<file path="config.mk">
export PLATFORM = sky130hd
export DESIGN_NAME = adc_decim
export DESIGN_NICKNAME = d
export VERILOG_FILES = /design/src/rtl/adc_decim.sv
export SDC_FILE = /design/constraint.sdc
export NUM_CORES = 1
export LEC_CHECK = 0
export BUFFER_PORTS_ARGS = -buffer_cell sky130_fd_sc_hd__clkbuf_2
export CAP_MARGIN = 20
export CELL_PAD_IN_SITES_DETAIL_PLACEMENT = 0
export CELL_PAD_IN_SITES_GLOBAL_PLACEMENT = 1
export CORE_MARGIN = 2
export CORE_UTILIZATION = 40
export DETAILED_ROUTE_END_ITERATION = 8
export PLACE_DENSITY_LB_ADDON = 0.1
export SLEW_MARGIN = 10
export SYNTH_ARGS = -nofsm -noshare
export SYNTH_HDL_FRONTEND = slang
export SYNTH_SLANG_ARGS = --single-unit
</file>
<file path="constraint.sdc">
create_clock -name adc_clk -period 9 [get_ports adc_clk]
set_input_delay 0.45 -clock adc_clk [delete_from_list [all_inputs] [get_ports adc_clk]]
set_output_delay 0.45 -clock adc_clk [all_outputs]
set_load 0.03 [all_outputs]
</file>
<file path="src/rtl/adc_decim.sv">
// Boxcar decimator: averages 2^k samples of two signed ADC channels, streams {B,A} over AXI-Stream.
// Optional build macro ADC_DECIM_ROUND_EN selects round-half-up instead of floor truncation.
module adc_decim #(
  parameter int DW       = 16,
  parameter int MAX_LOG2 = 10,
  parameter int AW       = DW + MAX_LOG2
) (
  input  logic              adc_clk,
  input  logic              adc_rst,
  input  logic [DW-1:0]     adc_da,
  input  logic [DW-1:0]     adc_db,
  input  logic              cfg_en,
  input  logic [3:0]        cfg_log2_ratio,
  output logic [2*DW-1:0]   m_axis_tdata,
  output logic              m_axis_tvalid,
  input  logic              m_axis_tready,
  output logic              ovf_o,
  input  logic              ovf_clr
);

  typedef enum logic {IDLE, ACC} state_t;

  localparam logic [MAX_LOG2:0]     CNT_ONE = (MAX_LOG2+1)'(1);
  localparam logic signed [AW-1:0]  ACC_ONE = AW'(1);

  state_t                 state_q, state_d;
  logic signed [AW-1:0]   acc_a_q, acc_a_d, acc_b_q, acc_b_d;
  logic [MAX_LOG2-1:0]    cnt_q, cnt_d;
  logic [3:0]             k_q, k_d, k_clamp, k_cur;
  logic [MAX_LOG2:0]      cnt_last;
  logic                   absorb, last, drop;
  logic signed [AW-1:0]   sum_a, sum_b, rnd_a, rnd_b;
  logic [DW-1:0]          res_a, res_b;

  assign k_clamp = (cfg_log2_ratio > 4'(MAX_LOG2)) ? 4'(MAX_LOG2) : cfg_log2_ratio;

  always_ff @(posedge adc_clk) begin
    if (adc_rst) state_q <= IDLE;
    else         state_q <= state_d;
  end

  always_comb begin
    state_d = state_q;
    case (state_q)
      IDLE:    if (cfg_en)  state_d = ACC;
      ACC:     if (!cfg_en) state_d = IDLE;
      default: state_d = IDLE;
    endcase
  end

  // In IDLE the entry sample is already the first of the window, so it uses the freshly clamped k.
  always_comb begin
    absorb = 1'b0;
    k_cur  = k_q;
    case (state_q)
      IDLE: begin
        absorb = cfg_en;
        k_cur  = k_clamp;
      end
      ACC: begin
        absorb = cfg_en;
        k_cur  = k_q;
      end
      default: begin
        absorb = 1'b0;
        k_cur  = k_q;
      end
    endcase
  end

  assign cnt_last = (CNT_ONE << k_cur) - CNT_ONE;
  assign last     = absorb && ({1'b0, cnt_q} == cnt_last);
  assign sum_a    = acc_a_q + {{(AW-DW){adc_da[DW-1]}}, adc_da};
  assign sum_b    = acc_b_q + {{(AW-DW){adc_db[DW-1]}}, adc_db};

`ifdef ADC_DECIM_ROUND_EN
  logic signed [AW-1:0] bias;
  assign bias  = (k_cur == 4'd0) ? '0 : (ACC_ONE << (k_cur - 4'd1));
  assign rnd_a = sum_a + bias;
  assign rnd_b = sum_b + bias;
`else
  logic unused_one;
  assign unused_one = ACC_ONE[0];
  assign rnd_a = sum_a;
  assign rnd_b = sum_b;
`endif

  assign res_a = DW'(rnd_a >>> k_cur);
  assign res_b = DW'(rnd_b >>> k_cur);

  always_comb begin
    acc_a_d = '0;
    acc_b_d = '0;
    cnt_d   = '0;
    k_d     = k_q;
    if (last) begin
      k_d = k_clamp;
    end else if (absorb) begin
      acc_a_d = sum_a;
      acc_b_d = sum_b;
      cnt_d   = cnt_q + MAX_LOG2'(1);
      if (state_q == IDLE) k_d = k_clamp;
    end
  end

  // A result arriving while an unaccepted beat is held is dropped; the window still restarts.
  assign drop = last && m_axis_tvalid && !m_axis_tready;

  always_ff @(posedge adc_clk) begin
    if (adc_rst) begin
      acc_a_q       <= '0;
      acc_b_q       <= '0;
      cnt_q         <= '0;
      k_q           <= '0;
      m_axis_tdata  <= '0;
      m_axis_tvalid <= 1'b0;
      ovf_o         <= 1'b0;
    end else begin
      acc_a_q <= acc_a_d;
      acc_b_q <= acc_b_d;
      cnt_q   <= cnt_d;
      k_q     <= k_d;
      if (last && !drop) begin
        m_axis_tdata  <= {res_b, res_a};
        m_axis_tvalid <= 1'b1;
      end else if (m_axis_tvalid && m_axis_tready) begin
        m_axis_tvalid <= 1'b0;
      end
      if (drop)         ovf_o <= 1'b1;
      else if (ovf_clr) ovf_o <= 1'b0;
    end
  end

endmodule

</file>
==> Yosys cells after proc, flatten, opt, wreduce, memory -nomap -nowiden <==
Index checks and enable logic that the tools add are counted.
{ "word_totals": {"reg_bits": 101, "latch_bits": 0, "ram_bits": 0, "mem_bits_ro": 0, "out_inout_bits": 34, "elab_cells": 42, "mem_count": 0} }
{ "op_classes": {"n_addsub": 4, "multipliers": 0, "n_div": 0, "n_lt_le_gt_ge": 1, "eq_ne": 2, "shifts": 3, "mux": 10, "n_bitwise": 2, "reduce_logical": 12} }
{ "ops": {"columns": ["op", "count"], "rows": [
  ["$add 26x26->26", 2],
  ["$sshr 26x4->16", 2],
  ["$mux 4", 4],
  ["$eq 10x11->1", 1],
  ["$shl 1x4->11 const A", 1],
  ["$sub 11x1->11 const B", 1],
  ["$add 10x1->10 const B", 1],
  ["$pmux 4 s2", 1],
  ["$reduce_bool 2->1", 3],
  ["$logic_and 1x1->1", 5],
  ["$mux 1", 5],
  ["$gt 4x4->1 const B", 1],
  ["$reduce_or 3->1", 1],
  ["$logic_not 1->1", 2],
  ["$ne 2x1->1 const B", 1],
  ["$not 1->1", 2],
  ["$reduce_and 2->1", 1]
]} }

==> Logic depth before layout (Yosys ltp) <==
Gate-level depths: netlist (run 1).
{ "logic_depth": {"word_depth": 12, "depth_mapped": 22, "depth_no_buf": 14} }

==> Worst setup path before layout (run 1) <==
No wires, ideal clock.
{ "synth_timing": {"path_type": "in2reg", "from": "in cfg_log2_ratio[3]", "to": "reg m_axis_tdata[28]", "t_arrival_ps": 4856, "t_required_ps": 8931, "slack_ps": 4076, "path_stages": 19, "path_buffers": 8, "cell_sequence": "buf_4 -> a211o_1 -> nand2_2 -> buf_1 -> buf_1 -> clkbuf_1 -> buf_1 -> nand3_1 -> ha_1 -> clkbuf_1 -> o32a_1 -> or4b_1 -> buf_2 -> or3_1 -> buf_6 -> nor2_8 -> o21ai_1 -> a221o_1 -> o21ai_1"} }
{ "synth_between": {"elab_chain_cells": 11, "elab_cells_between_ends": 12, "classes_between": "add/sub: 1; order compare: 1; eq/ne: 1; shift: 2; mux: 2; reduce/logical: 5"} }
{ "synth_lines": {"columns": ["item", "line_no", "rtl"], "rows": [
  ["start: declaration", "13", "input logic [3:0] cfg_log2_ratio,"],
  ["$gt 4x4->1", "35", "assign k_clamp = (cfg_log2_ratio > 4'(MAX_LOG2)) ? 4'(MAX_LOG2) : cfg_log2_ratio;"],
  ["$mux 4 *", "35", null],
  ["$pmux 4 s2 *", "55", "case (state_q)"],
  ["$shl 1x4->11", "71", "assign cnt_last = (CNT_ONE << k_cur) - CNT_ONE;"],
  ["$sub 11x1->11", "71", null],
  ["$eq 10x11->1", "72", "assign last = absorb && ({1'b0, cnt_q} == cnt_last);"],
  ["$logic_and 1x1->1", "72", null],
  ["$logic_and 1x1->1 (2 in series)", "107", "assign drop = last && m_axis_tvalid && !m_axis_tready;"],
  ["$logic_not 1->1", "123", "if (last && !drop) begin"],
  ["$logic_and 1x1->1", "123", null],
  ["end signal: assignment", "124", "m_axis_tdata <= {res_b, res_a};"],
  ["end: declaration", "14", "output logic [2*DW-1:0] m_axis_tdata,"]
]} }
Every way passes the cells marked *; elsewhere a longest branch is shown, timed or not.
A chain may end at the register's enable or synchronous reset.

==> Worst setup path after layout (run 1) <==
{ "layout_timing": {"from": "reg state_q", "to": "reg m_axis_tdata[29]"} }
{ "layout_between": {"elab_chain_cells": 10, "elab_cells_between_ends": 11, "classes_between": "add/sub: 1; eq/ne: 1; shift: 2; mux: 1; bitwise: 1; reduce/logical: 5"} }
{ "layout_lines": {"columns": ["item", "line_no", "rtl"], "rows": [
  ["start: declaration", "26", "state_t state_q, state_d;"],
  ["start signal: assignment", "39", "else state_q <= state_d;"],
  ["$not 1->1", null, null],
  ["$pmux 4 s2 *", "55", null],
  ["$shl 1x4->11", "71", null],
  ["$sub 11x1->11", "71", null],
  ["$eq 10x11->1", "72", null],
  ["$logic_and 1x1->1", "72", null],
  ["$logic_and 1x1->1 (2 in series)", "107", null],
  ["$logic_not 1->1", "123", null],
  ["$logic_and 1x1->1", "123", null]
]} }
Marked as above.

==> results of run 1 <==
[cell usage in the layout (no fill, tap or decap), types with 10 or more instances in the layout]
master and count:
nor2_1 136, nand2_1 102, dfxtp_1 101, a21oi_1 90, o21ai_0 77, clkbuf_2 74, ha_1 52, xnor2_1 38
nand3_1 34, o211ai_1 33, a211oi_1 28, nor2b_1 27, nor3_1 25, inv_1 23, xor2_1 23, mux2i_1 23
nand4_1 21, a21o_1 21, nand2b_1 15, a31oi_1 14, buf_4 14, mux2_2 13, and2_1 13, o221ai_1 10
o22ai_1 10
[cell families after synthesis]
| kind of cell | share of synthesized area |
|---|---|
| and+or+nand+nor | 0.232 |
| muxes | 0.0455 |
| xor gates and xnor gates | 0.0609 |
| buffers and inverters | 0.0458 |
| DFF | 0.231 |
| AOI/OAI and AO/OA | 0.307 |
| adders and majority gates | 0.0787 |
[per-layer routing]
metal | wire (um) | vias to the layer above | track usage
met5 | 0 | - | 0
met4 | 790 | 0 | 0.0837
met3 | 1450 | 53 | 0.0328
met2 | 13500 | 256 | 0.409
met1 | 13700 | 4185 | 0.343
li1 | - | 4403 | -
[synthesized netlist by cell type (all sizes together), types with 5 or more instances]
master,instances
a31oi,14
and2,13
dfxtp,101
mux2i,24
buf,14
o211ai,34
xnor2,38
a2111oi,8
nand3,34
mux2,13
o21a,9
o221ai,11
a221o,8
o31ai,9
nor3,27
o21bai,5
a21oi,91
clkbuf,60
a22oi,6
a21o,21
xor2,23
nor2,139
a211oi,29
o22ai,10
inv,23
ha,52
nand2b,15
nor2b,27
o21ai,84
a211o,7
nand2,104
and3,5
nor4,9
nand4,21
[critical path, delay by kind of cell, from the launching register on]
| family | cells | cell delay [ns] |
|---|---|---|
| AOI/OAI and AO/OA | 4 | 0.84 |
| xor gates and xnor gates | 1 | 0.22 |
| muxes | 1 | 0.64 |
| adders and majority gates | 1 | 0.39 |
| DFF | 1 | 0.75 |
| and+or+nand+nor | 7 | 2.37 |
[final cells by class]
class | instances | share of cell area
sequential | 101 | 0.210
multi-input combinational | 969 | 0.661
timing repair buffer | 88 | 0.0494
inverter | 23 | 0.00896
clock buffer | 12 | 0.0256
clock inverter | 4 | 0.00831
tap | 280 | 0.0364
[worst paths after layout]
path                 endpoint  slack (ns)  cells after the start
max          m_axis_tdata[29]        3.69                     14
min                     ovf_o        0.38                      4
max reg2reg  m_axis_tdata[29]        3.69                     14
min reg2reg   m_axis_tdata[3]        0.45                      2
[report_power, final]
group / leakage [nW] / internal (mW) / switching, mW
logic: 2.87 / 0.231 / 0.422
registers: 0.823 / 0.468 / 0.00942
clock network: 0.159 / 0.255 / 0.199
total: 3.85 / 0.954 / 0.630
[registers in the layout (all words and copies together), names as in the netlist]
name,flops
state_q,1
acc_a_q,26
k_q,4
cnt_q,10
m_axis_tdata,32
ovf_o,1
m_axis_tvalid,1
acc_b_q,26
[stage by stage]
stage	util	power, mW	hold slack, ns	area, um^2	std cells
CTS	0.444	1.59	0.376	9630	1477
global placement	0.429	1.13	0.443	9300	1461
global route	0.444	1.68	0.420	9630	1477
finish	0.444	1.58	0.384	9630	1477
detailed placement	0.429	1.13	0.452	9300	1461
floorplan	-	0.956	0.457	8770	1167
==> metrics.cfg, run 1 <==
[timing]
worst_slack_ns = 3.69
rsz0062_at_grt = no
fin_crit_sh = 0.590
report.final.slew_viol_count = 0
max_slew.worst_pin.slew_ns = 0.886
finalSetupViolations = 0
relSlewSlack = 0.405
period_needed_ns = 5.31
fmax_ghz = 0.188
hold_violations = 0
setup_tns_ns = 0
skew_ns = 0.00737

[clock_tree]
cts_tree = yes
clkSinkCount = 101
cts-root-buf = clkbuf_16
cts_made_buffers = 9
htree_num_levels = 3
cts.clk_slew.worst_paths_ns = 0.08
clk-insertion-delay-late_ns = 0.37
ctsHoldBuffers = 0
postCtsSetupRepairBufs = 0
clockBufferDepth = 2
ctsResizeCount = 0

[place]
dp_slack_ns = 3.85
hpwl_um = 21400
io_buffers = 74
finalWeightedCongestion = 0.847

[global_routing]
overflow = 0
grt_pass1_wl_um = 47100
grt_pass1_vias = 8546
antenna_found_initial = 0
track_usage = 0.251
grt_max_degree = 72

[drt]
drt-pass1-iter-count = 5
vias = 8897
drtAntennaViolNets = 0
routed_wl_um = 29400
drtIter0Drc = 645
drc = 0
vias_per_cell = 6.02
wl_per_cell_um = 19.9

[die]
start_util = 0.404
rows = 54
ios = 75
die-area_um2 = 23100
core_area_um2 = 21700
die_w_um = 152
die_h_um = 152

[synth]
syn_area_um2 = 8770
synth_ff_type = dfxtp_1
ys_top_cells_by_area = dfxtp_1 23%, ha_1 7.4%, nor2_1 5.9%
syn_avg_cell_area_um2 = 7.52
synth_edf_count = 0
yosysTopAreaCellShare = 0.231
ys_seq_elements = 101
synth_top_cell_by_area = dfxtp_1
syn-num-nets = 1262
yosysWarnings = 0
ys_types = 87
synth_seq_area_share = 0.231
async_flop_share = 0
netlist_instances = 1167

[worst_setup_path]
startpoint = state_q
required_ns = 9.30
end_kind = register
critical-path-max-stage-delay_ns = 0.80
crit_chain = mux2_2 > nor3_4 > nand3_1 > ha_1 > xnor2_1 > nor2b_1 > nand4_1 > a32oi_1 > nand4_1 > nor3_4 > nand2_2 > a311oi_1 > o221ai_1 > o21ai_1
critPathKind = reg2reg
cpMaxStageDelayCell = nor3_4
crit_fanout = 26
r2r-start = state_q
crit_path_start_kind = register
crit_arrival_ns = 5.61

[power]
p_leak_nw = 3.85
powerDensity_nw_per_um2 = 164
peakVddDrop_mv = 0.0821

[layout]
syn2layout_area_growth_pct = 9.80
diodes = 0
layout-drive-gt1-share = 0.119
regArea_um2 = 2020
fillers = 2284
layout.nets = 1287
multi_input_area_um2 = 6370

[job]
max-cap-violations = 0

[run_status]
status = finished, final reports clean

[worst_hold_path]
min_from = ovf_clr
min_path_type = in2reg

Power figures use the tool's default switching activity.
==> inputs of run 2 (changes only) <==
ABC_AREA = 1   (was unset)
clock period = 5.4 ns   (was 9 ns; I/O delays follow)
==> run 2 against run 1 <==
  * Maximum frequency grew 37%
  * Largest cell class unchanged
  * Highest routed layer unchanged
  * Area after synthesis grew 13%
  * Synthesized cell count grew 55%
==> metrics.cfg, run 2 <==
[drt]
routed_wl_um = 32200
wl_per_cell_um = 14.8
routed.top_layer = met4
drc = 0
wl_met3_um = 1050
drt-pass1-iter-count = 5
vias = 10800
drtAntennaViolNets = 0
vias_per_cell = 4.94
met2_length_um = 16000
drt-met1-wl_um = 14400
drtIter0Drc = 751

[die]
start_util = 0.407
die_w_um = 161
core_area_um2 = 24300
ios = 75
die_h_um = 161
rows = 57
die-area_um2 = 26000

[layout]
largest_register = m_axis_tdata
diodes = 0
layout-drive-gt1-share = 0.0756
largest_reg_flops = 32
reg_top3 = m_axis_tdata (32), acc_a_q (26), acc_b_q (26)
final_cell_mix = 648 x nand2_1, 300 x nand3_1, 282 x inv_1
layout.nets = 1942
fin_util = 0.443
syn2layout_area_growth_pct = 8.97
final_common_cell = nand2_1
stdcell_area_um2 = 10800

[worst_setup_path]
crit_path_start_kind = register
r2r_cells = 17
critPathKind = reg2reg
worst_r2r_endpoint = acc_a_q[3]
rrSetupSlack_ns = 1.53
crit_arrival_ns = 4.11
crit_fanout = 40
required_ns = 5.65
startpoint = state_q
endpoint = acc_a_q[3]
end_kind = register
r2r-start = state_q

[worst_hold_path]
holdPathStages = 4
min_path_type = in2reg

[global_routing]
overflow = 0
grt_pass1_wl_um = 52300
antenna_found_initial = 0
grt_pass1_vias = 10300
grt_max_degree = 52
track_usage = 0.252

[timing]
report.final.slew_viol_count = 0
fin_crit_sh = 0.716
rsz0062_at_grt = no
max_slew.worst_pin.slew_ns = 0.888
skew_ns = 0.0109
finalSetupViolations = 0
worst_slack_ns = 1.53
fmax_ghz = 0.259
period_needed_ns = 3.87
relSlewSlack = 0.406
setup_tns_ns = 0
hold_ws_ns = 0.151
hold_violations = 0

[synth]
synth_edf_count = 0
synth_commonest_cells = 649 x nand2_1, 300 x nand3_1, 282 x inv_1, 163 x nor2_1, 101 x dfxtp_1
syn-num-nets = 1899
ys_seq_elements = 101
async_flop_share = 0
synth_seq_area_share = 0.205
synth_ff_type = dfxtp_1
yosysTopAreaCellShare = 0.246
syn_area_um2 = 9890
synth_top_cell_by_area = nand2_1
yosysMostFrequentCell = nand2_1
yosysWarnings = 0
ys_top_cells_by_area = nand2_1 25%, dfxtp_1 20%, nand3_1 15%
netlist_instances = 1804
ys_types = 43
syn_avg_cell_area_um2 = 5.48

[power]
peakVddDrop_mv = 0.138
p_leak_nw = 6.09
powerDensity_nw_per_um2 = 230

[clock_tree]
clk-insertion-delay-late_ns = 0.37
clockBufferDepth = 2
ctsResizeCount = 0
postCtsSetupRepairBufs = 0
cts_made_buffers = 9
cts_tree = yes
ctsHoldBuffers = 0
htree_num_levels = 3
clkSinkCount = 101
cts.clk_slew.worst_paths_ns = 0.09
cts-root-buf = clkbuf_16

[place]
placed_area_um2 = 10500
io_buffers = 74
dp_slack_ns = 1.51
hpwl_um = 26200
finalWeightedCongestion = 0.912

[run_status]
status = finished, final reports clean

[job]
max-cap-violations = 0

run 2: cell count changes in the layout (fill, tap and decap cells not counted), moves of 27 or more:
| cell | delta |
|---|---|
| o21ai_0 | -63 |
| nor2b_1 | -27 |
| xnor2_1 | -29 |
| nand3_1 | +266 |
| inv_1 | +259 |
| nand2_1 | +546 |
| a21oi_1 | -27 |
| a211oi_1 | -28 |
| nor2_1 | +27 |
| o211ai_1 | -27 |
run 2: layer usage:
metal | vias up | track usage
met3 | 37 | 0.0226
met4 | 0 | 0.0759
met5 | - | 0
li1 | 5777 | -
met1 | 4759 | 0.312
met2 | 185 | 0.464
run 2: logic make-up (layout without fill, tap and decap cells):
| group | count (synthesis) | after routing | synth area share |
|---|---|---|---|
| flip-flops | 101 | 101 | 0.205 |
| XOR/XNOR | 16 | 16 | 0.0142 |
| adder cells (fa/ha/maj) | 54 | 54 | 0.0699 |
| AO/OA/AOI/OAI | 120 | 120 | 0.0696 |
| AND/OR/NAND/NOR | 1177 | 1177 | 0.508 |
| buffers and inverters | 336 | 384 | 0.134 |
run 2: cell type report:
cell class                 count  area (um^2)
multi-input combinational   1367         6540
timing repair buffer          80          428
tap                          324          405
clock inverter                 7         67.6
fill                        2807        13500
inverter                     288         1090
clock buffer                   9          225
sequential                   101         2020
run 2: worst min-delay path by stage:
stage                     endpoint     from
after floorplan            state_q  adc_rst
after global routing         ovf_o  ovf_clr
after CTS                    ovf_o  ovf_clr
final                        ovf_o  ovf_clr
after global placement       ovf_o    ovf_o
after detailed placement     ovf_o    ovf_o
run 2: power breakdown:
part | internal [mW] | switching, mW | total, mW
clock network | 0.326 | 0.360 | 0.685
logic | 0.311 | 0.686 | 0.997
registers | 0.777 | 0.0142 | 0.791
total | 1.41 | 1.06 | 2.47
run 2: through the flow:
| step | instances | total power [mW] |
|---|---|---|
| 2_1_floorplan | 1804 | 1.55 |
| 3_3_place_gp | 2160 | 1.80 |
| 3_5_place_dp | 2160 | 1.80 |
| 4_1_cts | 2176 | 2.49 |
| 5_1_grt | 2176 | 2.66 |
| 6_report | 2176 | 2.47 |
run 2: worst max-delay path, cell delays in order (launching register included):
cell and delay, ns:
dfxtp_1 0.57, nand2_1 0.16, o21ai_4 0.21, buf_4 0.46, nor2_4 0.14, nand2_1 0.13, ha_1 0.25, a21oi_1 0.14
nand2_1 0.06, nor2_1 0.12, nand2_1 0.06, inv_1 0.05, nand3_1 0.08, nor2_1 0.12, nand3_1 0.18, nand2_2 0.57
buf_12 0.28, nor2_1 0.06
==> inputs of run 3 (changes only) <==
CORE_UTILIZATION = 38   (was 40)
clock period = 3.4 ns   (was 5.4 ns; I/O delays follow)
==> run 3 against run 2 <==
  * Critical path depth up 2
  * Global-route usage is 0.49 points lower
  * Critical path type unchanged
  * Routed wire length up 2.3%
  * Largest power group unchanged
  * Via count is 0.65% higher
==> metrics.cfg, run 3 (synthesis results as in run 2) <==
[run_status]
status = finished, final reports clean

[drt]
drt-pass1-iter-count = 5
drtAntennaViolNets = 0
wl_per_cell_um = 15.0
drtIter0Drc = 617
vias = 10800
routed_wl_um = 33000
vias_per_cell = 4.92
drc = 0

[layout]
diodes = 0
fillers = 2990
multi_input_area_um2 = 6550
layout.cells.non_filler = 2200
stdcell_area_um2 = 10900
syn2layout_area_growth_pct = 10.3
largest_reg_flops = 32
reg_top3 = m_axis_tdata (32), acc_a_q (26), acc_b_q (26)
regArea_um2 = 2020
final_cell_mix = 648 x nand2_1, 300 x nand3_1, 282 x inv_1
layout.nets = 1955
layout-drive-gt1-share = 0.0815
final_common_cell = nand2_1
largest_register = m_axis_tdata

[global_routing]
grt_pass1_wl_um = 52600
overflow = 0
track_usage = 0.248
antenna_found_initial = 0
grt_pass1_vias = 10400
grt_max_degree = 52

[clock_tree]
cts.clk_slew.worst_paths_ns = 0.08
postCtsSetupRepairBufs = 0
cts-root-buf = clkbuf_16
clk-insertion-delay-late_ns = 0.37
cts_made_buffers = 9
clockBufferDepth = 2
clkSinkCount = 101
htree_num_levels = 3
cts_tree = yes
ctsResizeCount = 0
ctsHoldBuffers = 0

[die]
die_w_um = 165
core_area_um2 = 25800
die-area_um2 = 27300
die_h_um = 165
rows = 59
ios = 75
start_util = 0.383

[worst_setup_path]
startpoint = state_q
crit_fanout = 23
required_ns = 3.67
crit_path_start_kind = register
r2r-start = state_q
critPathKind = reg2reg
end_kind = register
crit_arrival_ns = 3.33

[timing]
rsz0062_at_grt = no
fin_crit_sh = 0.900
hold_violations = 0
relSlewSlack = 0.428
report.final.slew_viol_count = 0
max_slew.worst_pin.slew_ns = 0.853
finalSetupViolations = 0
setup_tns_ns = 0
fmax_ghz = 0.327
period_needed_ns = 3.06
skew_ns = 0.0126

[power]
seqPwrFrac = 0.319
p_switching_mw = 1.68
p_sw_frac = 0.427
p_int_mw = 2.26
clkPwrFrac = 0.272
p_leak_nw = 6.15
powerDensity_nw_per_um2 = 361
p_comb_frac = 0.410
peakVddDrop_mv = 0.217

[job]
max-cap-violations = 0

[place]
io_buffers = 74
finalWeightedCongestion = 0.874
dpl.cell_count = 2184
hpwl_um = 26700
placed_area_um2 = 10600

[worst_hold_path]
min_path_type = in2reg
min_from = ovf_clr

-- run 3: layer usage --
metal | up-vias | routed length [um] | GRT usage
met5 | - | 0 | 0
met4 | 0 | 780 | 0.0694
met3 | 44 | 803 | 0.0252
met2 | 158 | 16700 | 0.470
met1 | 4828 | 14700 | 0.294
li1 | 5798 | - | -
-- run 3: cell type report --
cell class / count / area share
well taps: 335 / 0.0384
inverters: 288 / 0.0996
clock buffers: 10 / 0.0210
multi-input cells: 1367 / 0.600
flip-flops and latches: 101 / 0.185
repair buffers: 93 / 0.0505
clock inverters: 6 / 0.00505
-- run 3: per-stage QoR --
| step | setup slack, ns | utilization | power [mW] | hold slack, ns |
|---|---|---|---|---|
| floorplan | 0.418 | - | 2.46 | 0.253 |
| global placement | 0.356 | 0.411 | 2.90 | 0.430 |
| detailed placement | 0.345 | 0.411 | 2.89 | 0.431 |
| CTS | 0.316 | 0.422 | 3.98 | 0.0319 |
| global route | 0.0200 | 0.422 | 4.25 | 0.0530 |
| finish | 0.339 | 0.422 | 3.93 | 0.0390 |
-- run 3: power by group through the flow --
| stage | Sequential [mW] | Combinational (mW) | Clock (mW) |
|---|---|---|---|
| final | 1.26 | 1.61 | 1.07 |
| after global routing | 1.26 | 1.84 | 1.15 |
| after CTS | 1.26 | 1.62 | 1.11 |
| after detailed placement | 1.28 | 1.61 | 0 |
| after global placement | 1.28 | 1.61 | 0 |
| after floorplan | 1.28 | 1.18 | 0 |
-- run 3: final timing paths --
path	end	slack (ns)	cells after the start
worst max-delay path	m_axis_tdata[22]	0.34	19
worst min-delay path	ovf_o	0.04	4
worst max register to register	m_axis_tdata[22]	0.34	19
worst min register to register	ovf_o	0.47	2
-- run 3: worst max-delay path, stage by stage (launching register included) --
cell     delay [ns]
dfxtp_1        0.57
inv_4          0.09
nand2_2        0.10
nand2_4        0.11
nor2_8         0.13
nand2_1        0.09
ha_1           0.30
o21ai_0        0.07
a21oi_1        0.13
nand2_1        0.06
nor2_1         0.12
and3_1         0.16
nand3_1        0.11
nor2_2         0.18
nand3_4        0.23
buf_12         0.24
nor2_1         0.10
nand2_1        0.06
nand2_1        0.06
inv_1          0.03
